File: config.mk
export PLATFORM = sky130hd
export DESIGN_NAME = multicycle_controller_flat
export DESIGN_NICKNAME = d
export VERILOG_FILES = /design/src/rtl/multicycle_controller_if.sv /design/src/rtl/multicycle_controller.sv /design/src/flat_wrapper.sv
export SDC_FILE = /design/constraint.sdc
export NUM_CORES = 1
export LEC_CHECK = 0
export CAP_MARGIN = 30
export CORE_AREA = 4 4 78 80
export CTS_CLUSTER_DIAMETER = 30
export CTS_CLUSTER_SIZE = 10
export DETAILED_ROUTE_END_ITERATION = 7
export DIE_AREA = 0 0 82 84
export GPL_TIMING_DRIVEN = 0
export PLACE_DENSITY_LB_ADDON = 0.12
export REMOVE_ABC_BUFFERS = 1
export SYNTH_ARGS = -nofsm -noshare
export SYNTH_HDL_FRONTEND = slang
export SYNTH_SLANG_ARGS = --single-unit
File: constraint.sdc
create_clock -name clk -period 2.42 [get_ports clk]
set_input_delay 0.484 -clock clk [delete_from_list [all_inputs] [get_ports clk]]
set_output_delay 0.484 -clock clk [all_outputs]
set_load 0.005 [all_outputs]
File: src/rtl/multicycle_controller_if.sv
// Control/status bundle between the multicycle controller (master) and its
// shared-ALU, shared-memory datapath (slave).
interface multicycle_controller_if #(
    parameter int CNT_W = 32
);
    logic [6:0]       opc;
    logic [2:0]       f3;
    logic [6:0]       f7;
    logic             zero;
    logic             mem_ready;

    logic             pc_write;
    logic             adr_src;
    logic             mem_write;
    logic             ir_write;
    logic             reg_write;
    logic [1:0]       result_src;
    logic [1:0]       alu_src_a;
    logic [1:0]       alu_src_b;
    logic [2:0]       alu_op;
    logic [2:0]       imm_src;
    logic [3:0]       state_out;
    logic             instr_done;
    logic [CNT_W-1:0] retired;
    logic             illegal;

    modport master (
        input  opc, f3, f7, zero, mem_ready,
        output pc_write, adr_src, mem_write, ir_write, reg_write,
               result_src, alu_src_a, alu_src_b, alu_op, imm_src,
               state_out, instr_done, retired, illegal
    );

    modport slave (
        output opc, f3, f7, zero, mem_ready,
        input  pc_write, adr_src, mem_write, ir_write, reg_write,
               result_src, alu_src_a, alu_src_b, alu_op, imm_src,
               state_out, instr_done, retired, illegal
    );
endinterface

File: src/rtl/multicycle_controller.sv
// Multicycle FSM controller for the RV32I-subset core with retired-instruction counter.
// Define MULTICYCLE_CTRL_ILLEGAL_TRAP_EN to trap illegal instructions into HALT.
module multicycle_controller #(
    parameter int CNT_W = 32
) (
    input logic                     clk,
    input logic                     rst,
    multicycle_controller_if.master bus
);
    typedef enum logic [3:0] {
        FETCH    = 4'd0,
        DECODE   = 4'd1,
        MEMADR   = 4'd2,
        MEMREAD  = 4'd3,
        MEMWB    = 4'd4,
        MEMWRITE = 4'd5,
        EXECR    = 4'd6,
        EXECI    = 4'd7,
        ALUWB    = 4'd8,
        BRANCH   = 4'd9,
        JAL      = 4'd10,
        LUI      = 4'd11,
        HALT     = 4'd12
    } state_e;

    localparam logic [2:0] ALU_ADD = 3'b000;
    localparam logic [2:0] ALU_SUB = 3'b001;
    localparam logic [2:0] ALU_AND = 3'b010;
    localparam logic [2:0] ALU_OR  = 3'b011;
    localparam logic [2:0] ALU_SLT = 3'b100;

    localparam logic [2:0] IMM_I = 3'b000;
    localparam logic [2:0] IMM_S = 3'b001;
    localparam logic [2:0] IMM_B = 3'b010;
    localparam logic [2:0] IMM_J = 3'b011;
    localparam logic [2:0] IMM_U = 3'b100;

    localparam logic [6:0] OPC_LW  = 7'd3;
    localparam logic [6:0] OPC_SW  = 7'd35;
    localparam logic [6:0] OPC_R   = 7'd51;
    localparam logic [6:0] OPC_I   = 7'd19;
    localparam logic [6:0] OPC_BR  = 7'd99;
    localparam logic [6:0] OPC_JAL = 7'd111;
    localparam logic [6:0] OPC_LUI = 7'd55;

`ifdef MULTICYCLE_CTRL_ILLEGAL_TRAP_EN
    localparam state_e ILLEGAL_NEXT = HALT;
`else
    localparam state_e ILLEGAL_NEXT = FETCH;
`endif

    state_e           state;
    state_e           state_next;
    logic [CNT_W-1:0] retired_q;
    logic             legal;
    logic [2:0]       r_alu_op;
    logic [2:0]       i_alu_op;
    logic             pc_write_raw;
    logic             ir_write_raw;
    logic             mem_write_raw;
    logic             reg_write_raw;
    logic             done_raw;

    always_comb begin
        legal = 1'b0;
        case (bus.opc)
            OPC_LW, OPC_SW:   legal = (bus.f3 == 3'd2);
            OPC_R:            legal = ((bus.f7 == 7'd0) && (bus.f3 inside {3'd0, 3'd7, 3'd6, 3'd2}))
                                   || ((bus.f7 == 7'd32) && (bus.f3 == 3'd0));
            OPC_I:            legal = bus.f3 inside {3'd0, 3'd6, 3'd2};
            OPC_BR:           legal = bus.f3 inside {3'd0, 3'd1};
            OPC_JAL, OPC_LUI: legal = 1'b1;
            default:          legal = 1'b0;
        endcase
    end

    // ALU op decode; only reached for instructions that already passed the legality check.
    always_comb begin
        r_alu_op = ALU_ADD;
        i_alu_op = ALU_ADD;
        case (bus.f3)
            3'd0:    r_alu_op = bus.f7[5] ? ALU_SUB : ALU_ADD;
            3'd7:    r_alu_op = ALU_AND;
            3'd6:    r_alu_op = ALU_OR;
            3'd2:    r_alu_op = ALU_SLT;
            default: r_alu_op = ALU_ADD;
        endcase
        case (bus.f3)
            3'd6:    i_alu_op = ALU_OR;
            3'd2:    i_alu_op = ALU_SLT;
            default: i_alu_op = ALU_ADD;
        endcase
    end

    always_comb begin
        // NOTE: every output gets a default before the case, so no path can infer a latch.
        state_next     = state;
        pc_write_raw   = 1'b0;
        ir_write_raw   = 1'b0;
        mem_write_raw  = 1'b0;
        reg_write_raw  = 1'b0;
        done_raw       = 1'b0;
        bus.adr_src    = 1'b0;
        bus.result_src = 2'b00;
        bus.alu_src_a  = 2'b00;
        bus.alu_src_b  = 2'b00;
        bus.alu_op     = ALU_ADD;
        bus.imm_src    = IMM_I;

        case (state)
            FETCH: begin
                bus.alu_src_b  = 2'b10;
                bus.result_src = 2'b10;
                pc_write_raw   = bus.mem_ready;
                ir_write_raw   = bus.mem_ready;
                if (bus.mem_ready) state_next = DECODE;
            end
            DECODE: begin
                bus.alu_src_a = 2'b01;
                bus.alu_src_b = 2'b01;
                bus.imm_src   = (bus.opc == OPC_JAL) ? IMM_J : IMM_B;
                if (!legal) begin
                    state_next = ILLEGAL_NEXT;
                end else begin
                    case (bus.opc)
                        OPC_LW, OPC_SW: state_next = MEMADR;
                        OPC_R:          state_next = EXECR;
                        OPC_I:          state_next = EXECI;
                        OPC_BR:         state_next = BRANCH;
                        OPC_JAL:        state_next = JAL;
                        OPC_LUI:        state_next = LUI;
                        default:        state_next = FETCH;
                    endcase
                end
            end
            MEMADR: begin
                bus.alu_src_a = 2'b10;
                bus.alu_src_b = 2'b01;
                bus.imm_src   = (bus.opc == OPC_SW) ? IMM_S : IMM_I;
                state_next    = (bus.opc == OPC_SW) ? MEMWRITE : MEMREAD;
            end
            MEMREAD: begin
                bus.adr_src = 1'b1;
                if (bus.mem_ready) state_next = MEMWB;
            end
            MEMWB: begin
                bus.result_src = 2'b01;
                reg_write_raw  = 1'b1;
                done_raw       = 1'b1;
                state_next     = FETCH;
            end
            MEMWRITE: begin
                bus.adr_src   = 1'b1;
                mem_write_raw = 1'b1;
                if (bus.mem_ready) begin
                    done_raw   = 1'b1;
                    state_next = FETCH;
                end
            end
            EXECR: begin
                bus.alu_src_a = 2'b10;
                bus.alu_op    = r_alu_op;
                state_next    = ALUWB;
            end
            EXECI: begin
                bus.alu_src_a = 2'b10;
                bus.alu_src_b = 2'b01;
                bus.alu_op    = i_alu_op;
                state_next    = ALUWB;
            end
            ALUWB: begin
                reg_write_raw = 1'b1;
                done_raw      = 1'b1;
                state_next    = FETCH;
            end
            BRANCH: begin
                bus.alu_src_a = 2'b10;
                bus.alu_op    = ALU_SUB;
                pc_write_raw  = ((bus.f3 == 3'd0) && bus.zero) || ((bus.f3 == 3'd1) && !bus.zero);
                done_raw      = 1'b1;
                state_next    = FETCH;
            end
            JAL: begin
                bus.alu_src_a = 2'b01;
                bus.alu_src_b = 2'b10;
                pc_write_raw  = 1'b1;
                state_next    = ALUWB;
            end
            LUI: begin
                bus.imm_src    = IMM_U;
                bus.result_src = 2'b11;
                reg_write_raw  = 1'b1;
                done_raw       = 1'b1;
                state_next     = FETCH;
            end
            HALT:    state_next = HALT;
            default: state_next = FETCH;
        endcase
    end

    // A reset cycle abandons the current instruction: no architectural write, no retire.
    assign bus.pc_write   = pc_write_raw & ~rst;
    assign bus.ir_write   = ir_write_raw & ~rst;
    assign bus.mem_write  = mem_write_raw & ~rst;
    assign bus.reg_write  = reg_write_raw & ~rst;
    assign bus.instr_done = done_raw & ~rst;
    assign bus.state_out  = state;
    assign bus.retired    = retired_q;

    always_ff @(posedge clk) begin
        // NOTE: non-blocking assignments so every register samples pre-edge values.
        if (rst) begin
            state     <= FETCH;
            retired_q <= '0;
        end else begin
            state <= state_next;
            if (done_raw) retired_q <= retired_q + CNT_W'(1);
        end
    end

`ifdef MULTICYCLE_CTRL_ILLEGAL_TRAP_EN
    logic illegal_q;

    always_ff @(posedge clk) begin
        if (rst) begin
            illegal_q <= 1'b0;
        end else if ((state == DECODE) && !legal) begin
            illegal_q <= 1'b1;
        end
    end

    assign bus.illegal = illegal_q;
`else
    assign bus.illegal = 1'b0;
`endif
endmodule

File: src/flat_wrapper.sv
// flat-port wrapper written by rule: the top's interface ports become plain ports
module multicycle_controller_flat 
#(
    parameter int CNT_W = 32
)
  (clk, rst, bus_opc, bus_f3, bus_f7, bus_zero, bus_mem_ready, bus_pc_write, bus_adr_src, bus_mem_write, bus_ir_write, bus_reg_write, bus_result_src, bus_alu_src_a, bus_alu_src_b, bus_alu_op, bus_imm_src, bus_state_out, bus_instr_done, bus_retired, bus_illegal);
  multicycle_controller_if #(.CNT_W(CNT_W)) bus_i ();
  input logic clk;
  input logic rst;
  input wire logic [$bits(bus_i.opc)-1:0] bus_opc;
  input wire logic [$bits(bus_i.f3)-1:0] bus_f3;
  input wire logic [$bits(bus_i.f7)-1:0] bus_f7;
  input wire logic [$bits(bus_i.zero)-1:0] bus_zero;
  input wire logic [$bits(bus_i.mem_ready)-1:0] bus_mem_ready;
  output wire logic [$bits(bus_i.pc_write)-1:0] bus_pc_write;
  output wire logic [$bits(bus_i.adr_src)-1:0] bus_adr_src;
  output wire logic [$bits(bus_i.mem_write)-1:0] bus_mem_write;
  output wire logic [$bits(bus_i.ir_write)-1:0] bus_ir_write;
  output wire logic [$bits(bus_i.reg_write)-1:0] bus_reg_write;
  output wire logic [$bits(bus_i.result_src)-1:0] bus_result_src;
  output wire logic [$bits(bus_i.alu_src_a)-1:0] bus_alu_src_a;
  output wire logic [$bits(bus_i.alu_src_b)-1:0] bus_alu_src_b;
  output wire logic [$bits(bus_i.alu_op)-1:0] bus_alu_op;
  output wire logic [$bits(bus_i.imm_src)-1:0] bus_imm_src;
  output wire logic [$bits(bus_i.state_out)-1:0] bus_state_out;
  output wire logic [$bits(bus_i.instr_done)-1:0] bus_instr_done;
  output wire logic [$bits(bus_i.retired)-1:0] bus_retired;
  output wire logic [$bits(bus_i.illegal)-1:0] bus_illegal;
  assign bus_i.opc = bus_opc;
  assign bus_i.f3 = bus_f3;
  assign bus_i.f7 = bus_f7;
  assign bus_i.zero = bus_zero;
  assign bus_i.mem_ready = bus_mem_ready;
  assign bus_pc_write = bus_i.pc_write;
  assign bus_adr_src = bus_i.adr_src;
  assign bus_mem_write = bus_i.mem_write;
  assign bus_ir_write = bus_i.ir_write;
  assign bus_reg_write = bus_i.reg_write;
  assign bus_result_src = bus_i.result_src;
  assign bus_alu_src_a = bus_i.alu_src_a;
  assign bus_alu_src_b = bus_i.alu_src_b;
  assign bus_alu_op = bus_i.alu_op;
  assign bus_imm_src = bus_i.imm_src;
  assign bus_state_out = bus_i.state_out;
  assign bus_instr_done = bus_i.instr_done;
  assign bus_retired = bus_i.retired;
  assign bus_illegal = bus_i.illegal;
  multicycle_controller #(.CNT_W(CNT_W)) u_core (.clk(clk), .rst(rst), .bus(bus_i));
endmodule
======== Word level (Yosys, flattened, before mapping) ========
Index checks and enable logic that the tools add are counted.
operators by class
  add/subtract/negate cells ............... 1
  $mul .................................... 0
  divide/modulo/power cells ............... 0
  magnitude comparators ................... 0
  eq/ne operators ......................... 27
  shift-type cells ........................ 0
  multiplexer cells ....................... 25
  bitwise operators ....................... 6
  reduce and logical (&&, ||, !) cells .... 24
operator list
  operator               number
  $add 32x1->32 const B  1
  $eq 7x6->1 const B     4
  $pmux 4 s7             1
  $pmux 4 s6             1
  $eq 4x4->1 const B     5
  $pmux 3 s3             2
  $eq 4x3->1 const B     4
  $mux 4                 4
  $eq 7x7->1 const B     2
  $pmux 3 s4             1
  $reduce_or 2->1        5
  $reduce_or 3->1        3
  $eq 4x2->1 const B     2
  $mux 1                 8
  $pmux 2 s2             2
  $reduce_or 4->1        2
  $eq 7x2->1 const B     1
  $eq 7x5->1 const B     1
  $logic_not 7->1        1
  $eq 3x3->1 const B     2
  $ne 2x2->1 const B     3
  $pmux 2 s3             1
  $pmux 3 s2             1
  $and 1x1->1            5
  17 further kinds       21
storage, ports and cells
  register bits after elaboration ......... 36
  latch bits .............................. 0
  RAM bits ................................ 0
  bits in read-only memories .............. 0
  bits of input ports ..................... 21
  logic and storage cells ................. 85
  memories kept ........................... 0

======== Logic depth before layout (Yosys ltp) ========
Gate-level depths: netlist of run 1.
  depth after elaboration ................. 7
  mapped depth ............................ 7
  gate-level depth less buffers ........... 5

======== Least setup slack after synthesis of run 1 ========
OpenSTA, ideal clock, no wires.
  path type ............................... register -> output
  from .................................... register u_core.state[1], in the netlist u_core.bus.state_out[1]
  to ...................................... output bus_imm_src[0]
  arrival ................................. 1.502 ns
  required time ........................... 1.936 ns
  slack ................................... 0.434 ns
  cell stages (with the launch flop) ...... 6
  path through ............................ dfxtp_1 -> buf_2 -> buf_1 -> nand2_1 -> or4_1 -> a21oi_1
between the ends
  word-level cells in the longest chain between the ends .. 2
  elaborated cells on any way between the ends .. 4
ends and longest elaborated chain
  what                                      RTL line                      source
  start, declared                           multicycle_controller.sv:52   state_e state;
  start signal, assigned                    multicycle_controller.sv:216  state <= state_next;
  $eq 4x4->1, or another cell as far along  multicycle_controller.sv:110  case (state)
  $pmux 3 s3 *                              multicycle_controller.sv:110
  end, declared                             flat_wrapper.sv:24            output wire logic [$bits(bus_i.imm_src)-1:0] bus_imm_src;
Mark *: on every way between the ends. The rest lies on a longest branch, timed or not.

======== Worst setup path after layout of run 1 ========
  from .................................... input bus_zero
  to ...................................... output bus_pc_write
between the ends
  word-level cells in the longest chain between the ends .. 5
  elaborated cells on any way between the ends .. 6
ends and longest elaborated chain
  what                RTL line                      source
  start, declared     flat_wrapper.sv:13            input wire logic [$bits(bus_i.zero)-1:0] bus_zero;
  $logic_not 1->1     multicycle_controller.sv:179  pc_write_raw = ((bus.f3 == 3'd0) && bus.zero) || ((bus.f3 == 3'd1) && !bus.zero);
  $logic_and 1x1->1   multicycle_controller.sv:179
  $logic_or 1x1->1 *  multicycle_controller.sv:179
  $pmux 1 s3 *        multicycle_controller.sv:110
  $and 1x1->1 *       multicycle_controller.sv:202  assign bus.pc_write = pc_write_raw & ~rst;
  end, declared       flat_wrapper.sv:15            output wire logic [$bits(bus_i.pc_write)-1:0] bus_pc_write;
Marked as above.

==> out/qor.json, run 1 <==
{
  "status": {
    "status": "complete, no violations"
  },
  "power": {
    "peakVddDrop_v": 0.000248,
    "leakage_nw": 1.25,
    "powerDensity_nw_per_um2": 356
  },
  "layout": {
    "post_route_cells_drive_above_1_share_pct": 17.8,
    "antenna-diode-count": 0,
    "flow.area_growth_from_synthesis_pct": 42.8,
    "nets": 415,
    "layout.cell_area.non_filler_um2": 3530
  },
  "routing": {
    "post-route-drc-count": 0,
    "drtIter0Drc": 113,
    "postRouteAntennaNets": 0,
    "detail_route.wl_per_cell_um": 14.8,
    "avgViaCountPerCell": 5.77,
    "route.final.wire_length_um": 6920,
    "drt_first_pass_iters": 4,
    "vias": 2691
  },
  "global_routing": {
    "gr-total-overflow": 0,
    "grt_max_degree": 45,
    "antenna_found_initial": 0,
    "first_global_vias": 2484,
    "grt_use_total_pct": 20.3,
    "wire_length_of_the_first_global_routing_pass_um": 11200
  },
  "critical_path": {
    "crit_fanout": 1,
    "worstReg2RegStart": "u_core.bus.state_out[3]$_SDFFE_PP0P_",
    "worst-r2r-setup-slack_ps": 180,
    "timing.critical_path.from": "bus_zero",
    "critPathMostFrequentCell": "sky130_fd_sc_hd__clkdlybuf4s50_1",
    "critPathLaunchType": "input port",
    "worstPathRequired_ps": 1940,
    "critPathKind": "input port to output pin",
    "critPathCapture": "bus_pc_write",
    "slowest_delay_ps": 510,
    "reg2reg_to": "u_core.bus.retired[27]$_SDFFE_PP0P_",
    "r2r_cells": 8,
    "timing.critical_path.cells": "clkdlybuf4s50_1 > xor2_1 > a41oi_1 > nor2_1 > clkdlybuf4s50_1",
    "endpoint_kind": "output pin",
    "worst_path_max_delay_cell": "sky130_fd_sc_hd__clkdlybuf4s50_1",
    "arrival_ps": 1860
  },
  "min_path": {
    "worst_hold_path_type": "flop to flop",
    "worst_hold_path.num_cells": 2
  },
  "job": {
    "drv_cap": 0
  },
  "sta": {
    "finalClockSkew_ps": 7.24,
    "min_period_ps": 2350,
    "worst_slew_slack_as_a_fraction_of_its_limit_pct": 63.5,
    "final_min_period_over_clock_period_pct": 97.0,
    "worst_pin_slew_ps": 547,
    "timing_hold_violations_final": 0,
    "timing.final.setup_violations": 0,
    "holdWs_ps": 489,
    "pins_over_slew_limit": 0,
    "max_freq_mhz": 426
  },
  "die": {
    "floorplan.die_area_um2": 6890,
    "overall_die_width_um": 82,
    "core_um2": 5410,
    "core.rowCount": 27,
    "pin_count": 76,
    "chipHeight_um": 84,
    "floorplan.initialDensity_pct": 45.7
  },
  "logic_synthesis": {
    "ys_dominant_reg_cell": "sky130_fd_sc_hd__dfxtp_1",
    "synth.ff_latch_count": 36,
    "synthesis.yosys.warnings": 0,
    "synthDistinctLibCells": 62,
    "syn_avg_cell_area_um2": 7.84,
    "seq_area_frac_synth_pct": 29.2,
    "number_of_enable_flip_flop_cells_after_synthesis": 0,
    "mappedNetlistArea_um2": 2470,
    "postSynthCellCount": 315,
    "postSynth.asyncResetShare_pct": 0
  },
  "cts": {
    "latest_clock_arrival_within_the_worst_skew_pair_ps": 290,
    "cts.sink_count": 36,
    "cts.hold.buffers_added": 0,
    "clk_path_buf_depth": 2,
    "clk_pin_slew_worst_paths_ps": 80,
    "clock_buffers_created_by_tritoncts": 5,
    "ctsRootBufferMaster": "sky130_fd_sc_hd__clkbuf_8",
    "h-tree-depth": 2,
    "tritoncts": "done"
  },
  "place": {
    "placer_s_final_routability_congestion_estimate": 0.842,
    "port-buffer-count": 74,
    "postPlaceCellArea_um2": 3190,
    "dpl.hpwl_um": 4590
  }
}
[final cells by class]
| cell class | count | area [um2] |
|---|---|---|
| well taps | 72 | 90.1 |
| clock buffers | 5 | 68.8 |
| clock inverters | 3 | 42.5 |
| fillers | 504 | 1880 |
| inverters | 10 | 40.0 |
| repair buffers | 94 | 876 |
| flip-flops and latches | 36 | 736 |
| multi-input cells | 246 | 1670 |
[state kept, by name, summed over array words and instances, names as in the netlist]
register and flops:
u_core.bus.state_out 4, u_core.bus.retired 32
[synthesized netlist by cell type, drive strengths merged, types with 8 or more instances]
cell type | count | area share (%)
dfxtp | 36 | 29
a21oi | 30 | 6.1
nand2 | 26 | 4.0
nor2 | 26 | 4.0
o21ai | 16 | 3.2
buf | 15 | 3.4
or4 | 15 | 4.6
nand3 | 14 | 2.8
o31ai | 12 | 3.6
inv | 10 | 1.5
or3 | 9 | 2.3
xor2 | 9 | 3.2
clkbuf | 8 | 1.2
nor3 | 8 | 2.0
[through the flow]
step | utilization, % | power (W) | worst slack (ps) | TNS [ps] | cells
floorplan | - | 0.000652 | -129 | -1120 | 292
global placement | 58.9 | 0.000730 | -1180 | -23460 | 438
global route | 65.2 | 0.00129 | -0.439 | -0.439 | 466
detailed placement | 59.0 | 0.000730 | -1020 | -17730 | 439
finish | 65.2 | 0.00126 | 72.6 | 0 | 466
CTS | 64.1 | 0.00126 | 13.9 | 0 | 464
[critical path: cells and delay by family]
kind | cells | cell delay, ps
compound gates | 1 | 140
xor+xnor | 1 | 150
simple gates | 1 | 110
buf+inv | 2 | 980
[where the power goes]
group,leakage [nW],internal (W),switching [W]
registers,0.293,0.000589,0.00000130
clock network,0.0541,0.000305,0.000230
logic,0.898,0.0000652,0.0000660
[worst min path at each step]
stage	startpoint	to	slack, ps
2_1_floorplan	u_core.bus.retired[31]$_SDFFE_PP0P_	u_core.bus.retired[31]$_SDFFE_PP0P_	460
3_3_place_gp	u_core.bus.retired[31]$_SDFFE_PP0P_	u_core.bus.retired[31]$_SDFFE_PP0P_	470
3_5_place_dp	u_core.bus.retired[31]$_SDFFE_PP0P_	u_core.bus.retired[31]$_SDFFE_PP0P_	470
4_1_cts	u_core.bus.retired[31]$_SDFFE_PP0P_	u_core.bus.retired[31]$_SDFFE_PP0P_	490
5_1_grt	u_core.bus.retired[31]$_SDFFE_PP0P_	u_core.bus.retired[31]$_SDFFE_PP0P_	530
6_report	u_core.bus.retired[31]$_SDFFE_PP0P_	u_core.bus.retired[31]$_SDFFE_PP0P_	490
[placed cells by master, fill, tap and decap left out, types with 3 or more instances in the layout]
cell type	count
sky130_fd_sc_hd__a21oi_1	29
sky130_fd_sc_hd__nand4_1	3
sky130_fd_sc_hd__mux2i_1	3
sky130_fd_sc_hd__o31ai_1	12
sky130_fd_sc_hd__o21ai_1	3
sky130_fd_sc_hd__o211ai_1	4
sky130_fd_sc_hd__dfxtp_4	4
sky130_fd_sc_hd__nand3_1	13
sky130_fd_sc_hd__xor2_1	9
sky130_fd_sc_hd__inv_1	8
sky130_fd_sc_hd__o2111ai_1	5
sky130_fd_sc_hd__nor3b_1	3
sky130_fd_sc_hd__nor2_1	23
sky130_fd_sc_hd__nor3_1	5
sky130_fd_sc_hd__or3_1	9
sky130_fd_sc_hd__and3_1	7
sky130_fd_sc_hd__nand2b_1	4
sky130_fd_sc_hd__xnor2_1	3
sky130_fd_sc_hd__or4_1	14
sky130_fd_sc_hd__dlygate4sd2_1	7
sky130_fd_sc_hd__or2_2	3
sky130_fd_sc_hd__clkdlybuf4s15_2	3
sky130_fd_sc_hd__nand2_1	26
sky130_fd_sc_hd__o21ai_0	13
sky130_fd_sc_hd__clkbuf_8	5
sky130_fd_sc_hd__nor2b_1	5
sky130_fd_sc_hd__buf_4	19
sky130_fd_sc_hd__dfxtp_1	32
sky130_fd_sc_hd__clkdlybuf4s50_1	59
[cells by family after synthesis]
kind of cell	Yosys count	share of synthesized area (%)
flops	36	29.2
simple gates	143	34.6
xor+xnor	12	4.26
compound gates	84	23.0
buf+inv	33	6.18
fa+ha+maj	1	0.507
mux	5	2.13
other cells	1	0.152
[layer usage]
layer | global-route usage [%] | part of all wire [%] | wire length [um] | vias to the layer above
met3 | 3.67 | 4.6 | 315 | 10
met2 | 34.9 | 50 | 3450 | 74
li1 | - | - | - | 1323
met1 | 24.9 | 44 | 3050 | 1284
met5 | 0 | 0 | 0 | -
met4 | 6.80 | 1.5 | 103 | 0
[repair_timing]
action | CTS | global route
buffers inserted | 17 | 2
cloned | 0 | 0
endpoints found under the setup margin | 38 | 8
resized for setup | 37 | 15
pin swaps | 6 | 4
(Power assumes the default switching activity.)
==> inputs of run 2 (changes only) <==
--- a/config.mk
+++ b/config.mk
@@ -5,7 +5,7 @@
 export SDC_FILE = /design/constraint.sdc
 export NUM_CORES = 1
 export LEC_CHECK = 0
-export CAP_MARGIN = 30
+export CAP_MARGIN = 10
 export CORE_AREA = 4 4 78 80
 export CTS_CLUSTER_DIAMETER = 30
 export CTS_CLUSTER_SIZE = 10
==> run 2 against run 1 <==
Combinational power about the same. Critical path depth up 1. Hold slack better by 0.81 ps. Power down 6.3%. Critical path type unchanged. Core utilization up 0.14 points. Sequential power about the same. Sequential share of layout area about the same. Via count down 0.33%. Highest routed layer unchanged. Largest cell class unchanged.
==> out/qor.json, run 2 (synthesis gave the netlist of run 1 again) <==
{
  "status": {
    "status": "complete, no violations"
  },
  "layout": {
    "mostFrequentLayoutCell": "sky130_fd_sc_hd__clkdlybuf4s50_1",
    "nets": {"value": 420, "change": "+1.2%"},
    "antenna-diode-count": {"value": 0, "change": "unchanged"},
    "post_route_cells_drive_above_1_share": {"value": 17.6, "unit": "%", "change": "-0.18 points"},
    "largest_register_ffs": {"value": 32, "change": "unchanged"},
    "flow.area_growth_from_synthesis_pct": 43.1,
    "mostFrequentLayoutCells": "sky130_fd_sc_hd__clkdlybuf4s50_1, sky130_fd_sc_hd__dfxtp_1, sky130_fd_sc_hd__a21oi_1",
    "layout.cell_area.non_filler": {"value": 3530, "unit": "um2", "change": "+0.21%"},
    "fillers": {"value": 487, "change": "-3.4%"}
  },
  "sta": {
    "timing.final.setup_violations": {"value": 0, "change": "unchanged"},
    "worst_slew_slack_as_a_fraction_of_its_limit": {"value": 63.5, "unit": "%", "change": "+0.067 points"},
    "timing_hold_violations_final": {"value": 0, "change": "unchanged"},
    "max_freq": {"value": 420, "unit": "MHz", "change": "-1.3%"},
    "pins_over_slew_limit": {"value": 0, "change": "unchanged"},
    "min_period": {"value": 2380, "unit": "ps", "change": "+31.7 ps"},
    "worst_pin_slew": {"value": 546, "unit": "ps", "change": "-1.00 ps"},
    "finalClockSkew": {"value": 7.26, "unit": "ps", "change": "+0.0189 ps"},
    "final_min_period_over_clock_period": {"value": 98.3, "unit": "%", "change": "+1.3 points"},
    "rsz0062_at_grt": "yes",
    "finalSetupTns": {"value": 0, "unit": "ps", "change": "unchanged"}
  },
  "place": {
    "postPlaceCellArea": {"value": 3180, "unit": "um2", "change": "-0.24%"},
    "dpl.hpwl": {"value": 4570, "unit": "um", "change": "-0.26%"},
    "port-buffer-count": {"value": 74, "change": "unchanged"},
    "placer_s_final_routability_congestion_estimate": {"value": 0.842, "change": "unchanged"}
  },
  "min_path": {
    "worst_hold_path.num_cells": {"value": 2, "change": "unchanged"},
    "holdCritStartpoint": "u_core.bus.retired[31]$_SDFFE_PP0P_",
    "whs_endpoint": "u_core.bus.retired[31]$_SDFFE_PP0P_",
    "worst_hold_path_type": "flop to flop"
  },
  "routing": {
    "route.final.wire_length": {"value": 6790, "unit": "um", "change": "-1.8%"},
    "wl_met3": {"value": 294, "unit": "um", "change": "-6.7%"},
    "met2_wirelength": {"value": 3470, "unit": "um", "change": "+0.52%"},
    "vias": {"value": 2682, "change": "-0.33%"},
    "drtIter0Drc": {"value": 100, "change": "-12%"},
    "avgViaCountPerCell": {"value": 5.71, "change": "-1.2%"},
    "detail_route.wl_per_cell": {"value": 14.4, "unit": "um", "change": "-2.6%"},
    "post-route-drc-count": {"value": 0, "change": "unchanged"},
    "postRouteAntennaNets": {"value": 0, "change": "unchanged"},
    "m1WireLength": {"value": 2960, "unit": "um", "change": "-2.9%"},
    "drt_first_pass_iters": {"value": 4, "change": "unchanged"},
    "highest-signal-layer": "met4"
  },
  "global_routing": {
    "grt_max_degree": {"value": 45, "change": "unchanged"},
    "wire_length_of_the_first_global_routing_pass": {"value": 11000, "unit": "um", "change": "-1.8%"},
    "first_global_vias": {"value": 2454, "change": "-1.2%"},
    "grt_use_total": {"value": 19.9, "unit": "%", "change": "-0.41 points"},
    "gr-total-overflow": {"value": 0, "change": "unchanged"},
    "antenna_found_initial": {"value": 0, "change": "unchanged"}
  },
  "die": {
    "chipHeight": {"value": 84, "unit": "um", "change": "unchanged"},
    "core.rowCount": {"value": 27, "change": "unchanged"},
    "floorplan.die_area": {"value": 6890, "unit": "um2", "change": "unchanged"},
    "floorplan.initialDensity": {"value": 45.7, "unit": "%", "change": "unchanged"},
    "core": {"value": 5410, "unit": "um2", "change": "unchanged"},
    "overall_die_width": {"value": 82, "unit": "um", "change": "unchanged"},
    "pin_count": {"value": 76, "change": "unchanged"}
  },
  "critical_path": {
    "timing.critical_path.from": "bus_f3[1]",
    "r2r_cells": {"value": 5, "change": "-3"},
    "worst_path_max_delay_cell": "sky130_fd_sc_hd__clkdlybuf4s50_1",
    "crit_fanout": {"value": 5, "change": "+4"},
    "reg2reg_to": "u_core.bus.retired[24]$_SDFFE_PP0P_",
    "endpoint_kind": "output pin",
    "worstReg2RegStart": "u_core.bus.retired[3]$_SDFFE_PP0P_",
    "critPathLaunchType": "input port",
    "crit_buf_inv": {"value": 2, "change": "unchanged"},
    "timing.critical_path.cells": "clkdlybuf4s15_2 > and2_4 > a31oi_1 > or4_1 > nand2_1 > clkdlybuf4s50_1",
    "worstPathRequired": {"value": 1940, "unit": "ps", "change": "about the same"},
    "slowest_delay": {"value": 490, "unit": "ps", "change": "-20 ps"},
    "critPathKind": "input port to output pin",
    "cell_class_contributing_the_biggest_share_of_worst_path_delay": "buffers and inverters",
    "arrival": {"value": 1900, "unit": "ps", "change": "+40 ps"},
    "worst-r2r-setup-slack": {"value": 250, "unit": "ps", "change": "+70 ps"}
  },
  "power": {
    "leakage": {"value": 1.25, "unit": "nW", "change": "+0.49%"},
    "peakVddDrop": {"value": 0.000256, "unit": "V", "change": "+3.1%"},
    "powerDensity": {"value": 333, "unit": "nW/um2", "change": "-6.5%"}
  },
  "cts": {
    "tritoncts": "done",
    "h-tree-depth": {"value": 2, "change": "unchanged"},
    "ctsRootBufferMaster": "sky130_fd_sc_hd__clkbuf_8",
    "cts.sink_count": {"value": 36, "change": "unchanged"},
    "clock_buffers_created_by_tritoncts": {"value": 5, "change": "unchanged"},
    "clk_path_buf_depth": {"value": 2, "change": "unchanged"},
    "clk_pin_slew_worst_paths": {"value": 70, "unit": "ps", "change": "about the same"},
    "latest_clock_arrival_within_the_worst_skew_pair": {"value": 290, "unit": "ps", "change": "about the same"}
  },
  "job": {
    "drv_cap": {"value": 0, "change": "unchanged"}
  }
}
[run 2: worst max path at each step]
stage | endpoint | slack, ps | cells past startpoint
3_5_place_dp | u_core.bus.retired[22]$_SDFFE_PP0P_ | -1020 | 6
3_3_place_gp | bus_mem_write | -1180 | 3
2_1_floorplan | u_core.bus.retired[22]$_SDFFE_PP0P_ | -130 | 5
4_1_cts | bus_instr_done | -10 | 5
6_report | bus_alu_op[0] | 40 | 6
5_1_grt | bus_imm_src[0] | -30 | 7
[run 2: where the power goes]
group          internal [W]  switching (W)
Clock              0.000253       0.000205
Sequential         0.000589     0.00000109
Combinational     0.0000645      0.0000636
Total              0.000907       0.000270
[run 2: cell type report]
class	instances	area, um2	area share, %
timing repair buffer	99	917	26.0
tap	72	90.1	2.55
sequential	36	736	20.8
multi-input combinational	246	1660	46.9
inverter	10	37.5	1.06
clock buffer	7	96.3	2.73
[run 2: repair_timing]
item                                    CTS  global route
endpoints found under the setup margin   41            11
hold buffers                              0             0
setup buffers                            13            11
pin swaps                                 6             4
gates resized for setup                  38             8
[run 2: worst reg2reg max path, delay by kind of cell (launching register included)]
kind	cells	cell delay (ps)
AO/OA/AOI/OAI	2	470
AND/OR/NAND/NOR	3	1190
flip-flops	1	460
[run 2: layer usage]
metal	track usage, %	vias up
li1	-	1332
met1	23.8	1284
met2	35.3	58
met3	4.00	8
met4	5.14	0
met5	0	-
[run 2: per-stage QoR]
stage / hold WS (ps) / total power, W / util, % / cells / worst slack (ps)
2_1_floorplan: 462 / 0.000652 / - / 292 / -129
3_3_place_gp: 465 / 0.000730 / 58.9 / 438 / -1180
3_5_place_dp: 476 / 0.000730 / 58.8 / 438 / -1020
4_1_cts: 489 / 0.00119 / 63.2 / 458 / -14.2
5_1_grt: 524 / 0.00121 / 65.4 / 470 / -29.6
6_report: 490 / 0.00118 / 65.4 / 470 / 40.9
==> inputs of run 3 (changes only) <==
--- a/config.mk
+++ b/config.mk
@@ -11,9 +11,9 @@
 export CTS_CLUSTER_SIZE = 10
 export DETAILED_ROUTE_END_ITERATION = 7
 export DIE_AREA = 0 0 82 84
+export GPL_ROUTABILITY_DRIVEN = 0
 export GPL_TIMING_DRIVEN = 0
-export PLACE_DENSITY_LB_ADDON = 0.12
-export REMOVE_ABC_BUFFERS = 1
+export PLACE_DENSITY_LB_ADDON = 0.15
 export SYNTH_ARGS = -nofsm -noshare
 export SYNTH_HDL_FRONTEND = slang
 export SYNTH_SLANG_ARGS = --single-unit
==> run 3 against run 2 <==
Clock power fell by 3%. Routed wire length up 3.2%. Critical path type unchanged. Non-clock buffer count up 3. Core utilization up 0.79 points. Sequential power hardly changed. Sequential share of layout area fell by 0.49 points. Via count grew 2.1%. Maximum frequency rose by 0.28%. Global-route usage rose by 0.55 points. Combinational power is 5% higher. Largest power group unchanged. Largest cell class unchanged.
==> out/qor.json, run 3 (synthesis gave the netlist of run 1 again) <==
{
  "status": {
    "status": "complete, no violations"
  },
  "critical_path": {
    "crit_fanout": {"value": 10, "change": "+5"},
    "worstPathRequired": {"value": 1940, "unit": "ps", "change": "about the same"},
    "endpoint_kind": "output pin",
    "worst-r2r-setup-slack": {"value": 270, "unit": "ps", "change": "+20 ps"},
    "critPathLaunchType": "input port",
    "slowest_delay": {"value": 440, "unit": "ps", "change": "-50 ps"},
    "timing.critical_path.from": "rst",
    "critPathKind": "input port to output pin",
    "timing.critical_path.cells": "clkbuf_1 > clkbuf_4 > clkbuf_2 > a21oi_2 > clkdlybuf4s50_1",
    "arrival": {"value": 1890, "unit": "ps", "change": "about the same"},
    "reg2reg_to": "u_core.bus.retired[26]$_SDFFE_PP0P_",
    "worstReg2RegStart": "u_core.bus.retired[3]$_SDFFE_PP0P_",
    "worst_path_max_delay_cell": "sky130_fd_sc_hd__clkdlybuf4s50_1",
    "critPathCapture": "bus_reg_write",
    "r2r_cells": {"value": 6, "change": "+1"}
  },
  "sta": {
    "worst_pin_slew": {"value": 626, "unit": "ps", "change": "+80.4 ps"},
    "holdWs": {"value": 490, "unit": "ps", "change": "-0.342 ps"},
    "timing.final.setup_violations": {"value": 0, "change": "unchanged"},
    "post-route-worst-setup-slack": {"value": 47.6, "unit": "ps", "change": "+6.68 ps"},
    "pins_over_slew_limit": {"value": 0, "change": "unchanged"},
    "max_freq": {"value": 422, "unit": "MHz", "change": "+0.28%"},
    "final_min_period_over_clock_period": {"value": 98.0, "unit": "%", "change": "-0.28 points"},
    "finalClockSkew": {"value": 7.06, "unit": "ps", "change": "-0.197 ps"},
    "rsz0062_at_grt": "yes",
    "timing_hold_violations_final": {"value": 0, "change": "unchanged"},
    "worst_slew_slack_as_a_fraction_of_its_limit": {"value": 58.0, "unit": "%", "change": "-5.6 points"},
    "min_period": {"value": 2370, "unit": "ps", "change": "-6.68 ps"}
  },
  "global_routing": {
    "grt_util_met3": {"value": 5.08, "unit": "%", "change": "+1.1 points"},
    "grt_use_total": {"value": 20.4, "unit": "%", "change": "+0.55 points"},
    "first_global_vias": {"value": 2524, "change": "+2.9%"},
    "wire_length_of_the_first_global_routing_pass": {"value": 11300, "unit": "um", "change": "+2.7%"},
    "grt_use_met2": {"value": 33.6, "unit": "%", "change": "-1.7 points"},
    "antenna_found_initial": {"value": 0, "change": "unchanged"},
    "gr-total-overflow": {"value": 0, "change": "unchanged"},
    "grt.met1_usage": {"value": 25.4, "unit": "%", "change": "+1.6 points"},
    "grt_most_used_layer": "met2",
    "grt_max_degree": {"value": 11, "change": "-76%"}
  },
  "layout": {
    "layout.cell_area.non_filler": {"value": 3580, "unit": "um2", "change": "+1.2%"},
    "flow.area_growth_from_synthesis_pct": 44.9,
    "post-route-util": {"value": 66.2, "unit": "%", "change": "+0.79 points"},
    "nets": {"value": 423, "change": "+0.71%"},
    "antenna-diode-count": {"value": 0, "change": "unchanged"},
    "largest_register_ffs": {"value": 32, "change": "unchanged"},
    "post_route_cells_drive_above_1_share": {"value": 18.7, "unit": "%", "change": "+1.1 points"},
    "mostFrequentLayoutCells": "sky130_fd_sc_hd__clkdlybuf4s50_1, sky130_fd_sc_hd__dfxtp_1, sky130_fd_sc_hd__a21oi_1",
    "mostFrequentLayoutCell": "sky130_fd_sc_hd__clkdlybuf4s50_1"
  },
  "routing": {
    "route.final.wire_length": {"value": 7010, "unit": "um", "change": "+3.2%"},
    "post-route-drc-count": {"value": 0, "change": "unchanged"},
    "vias": {"value": 2739, "change": "+2.1%"},
    "postRouteAntennaNets": {"value": 0, "change": "unchanged"},
    "detail_route.wl_per_cell": {"value": 14.8, "unit": "um", "change": "+2.4%"},
    "drtIter0Drc": {"value": 203, "change": "+100%"},
    "avgViaCountPerCell": {"value": 5.78, "change": "+1.3%"},
    "drt_first_pass_iters": {"value": 4, "change": "unchanged"}
  },
  "cts": {
    "cts.hold.buffers_added": {"value": 0, "change": "unchanged"},
    "tritoncts": "done",
    "clk_pin_slew_worst_paths": {"value": 70, "unit": "ps", "change": "about the same"},
    "ctsRootBufferMaster": "sky130_fd_sc_hd__clkbuf_8",
    "h-tree-depth": {"value": 2, "change": "unchanged"},
    "clock_buffers_created_by_tritoncts": {"value": 5, "change": "unchanged"},
    "latest_clock_arrival_within_the_worst_skew_pair": {"value": 280, "unit": "ps", "change": "about the same"},
    "clk_path_buf_depth": {"value": 2, "change": "unchanged"},
    "cts.sink_count": {"value": 36, "change": "unchanged"}
  },
  "die": {
    "chipHeight": {"value": 84, "unit": "um", "change": "unchanged"},
    "floorplan.initialDensity": {"value": 45.7, "unit": "%", "change": "unchanged"},
    "core.rowCount": {"value": 27, "change": "unchanged"},
    "floorplan.die_area": {"value": 6890, "unit": "um2", "change": "unchanged"},
    "overall_die_width": {"value": 82, "unit": "um", "change": "unchanged"},
    "pin_count": {"value": 76, "change": "unchanged"},
    "core": {"value": 5410, "unit": "um2", "change": "unchanged"}
  },
  "logic_synthesis": {
    "synthesis.nets": 337
  },
  "place": {
    "setup_ws_pre_cts": {"value": -757, "unit": "ps", "change": "+263 ps"},
    "postPlaceCellArea": {"value": 3260, "unit": "um2", "change": "+2.5%"},
    "dpl.hpwl": {"value": 5070, "unit": "um", "change": "+11%"},
    "port-buffer-count": {"value": 70, "change": "-5.4%"}
  },
  "power": {
    "powerDensity": {"value": 327, "unit": "nW/um2", "change": "-1.8%"},
    "leakage": {"value": 1.28, "unit": "nW", "change": "+2.5%"},
    "peakVddDrop": {"value": 0.000234, "unit": "V", "change": "-8.6%"}
  },
  "job": {
    "drv_cap": {"value": 0, "change": "unchanged"}
  },
  "min_path": {
    "worst_hold_path_type": "flop to flop"
  }
}
run 3: changes by cell type in the layout (fill, tap and decap cells not counted), moves of 3 or more:
cell	previous run	this run
sky130_fd_sc_hd__buf_6	0	7
sky130_fd_sc_hd__buf_4	26	11
sky130_fd_sc_hd__buf_2	1	6
sky130_fd_sc_hd__clkdlybuf4s50_1	60	56
sky130_fd_sc_hd__clkbuf_1	0	6
sky130_fd_sc_hd__clkbuf_2	1	4
sky130_fd_sc_hd__dfxtp_4	4	1
sky130_fd_sc_hd__clkdlybuf4s15_2	3	0
run 3: area by class of cell:
class,instances,area (um2)
plain buffers,23,179
clock buffers,8,90.1
fillers,483,1830
inverters,10,40.0
multi-input cells,246,1700
flip-flops and latches,36,727
well taps,72,90.1
repair buffers,79,754
run 3: metal layers:
metal | vias to the layer above | share of wire (%)
met3 | 11 | 7.0
met4 | 0 | 1.7
li1 | 1340 | -
met5 | - | 0
met2 | 113 | 50
met1 | 1275 | 41
run 3: critical path: cells and delay by family:
kind	cells	cell delay (ps)
AO/OA/AOI/OAI	1	50
buffers and inverters	4	1340
run 3: where the power goes:
group | switching (W) | internal (W)
Clock | 0.000211 | 0.000232
Combinational | 0.0000695 | 0.0000645
Sequential | 0.000000678 | 0.000592
Total | 0.000282 | 0.000889
run 3: worst min-delay path by stage:
stage / startpoint / endpoint / slack [ps] / depth (start not counted)
2_1_floorplan: u_core.bus.retired[31]$_SDFFE_PP0P_ / u_core.bus.retired[31]$_SDFFE_PP0P_ / 470 / 2
3_3_place_gp: u_core.bus.retired[31]$_SDFFE_PP0P_ / u_core.bus.retired[31]$_SDFFE_PP0P_ / 480 / 2
3_5_place_dp: u_core.bus.retired[31]$_SDFFE_PP0P_ / u_core.bus.retired[31]$_SDFFE_PP0P_ / 480 / 2
4_1_cts: u_core.bus.retired[31]$_SDFFE_PP0P_ / u_core.bus.retired[31]$_SDFFE_PP0P_ / 490 / 2
5_1_grt: u_core.bus.retired[31]$_SDFFE_PP0P_ / u_core.bus.retired[31]$_SDFFE_PP0P_ / 510 / 2
6_report: u_core.bus.retired[31]$_SDFFE_PP0P_ / u_core.bus.retired[31]$_SDFFE_PP0P_ / 490 / 2
run 3: what timing repair did:
item                                    in CTS  in global routing
resized for setup                           47                 27
pin swaps                                    4                  3
setup buffers                                8                  1
endpoints found under the setup margin      17                 12
gates cloned                                 0                  0
hold endpoints to repair                     0                  0
run 3: stage by stage:
step	instances	setup TNS, ps	power [W]
floorplan	315	0	0.000669
detailed placement	457	-1950	0.000732
finish	474	0	0.00117
global placement	457	-1880	0.000731
global route	474	-64.5	0.00122
CTS	473	-39.6	0.00117
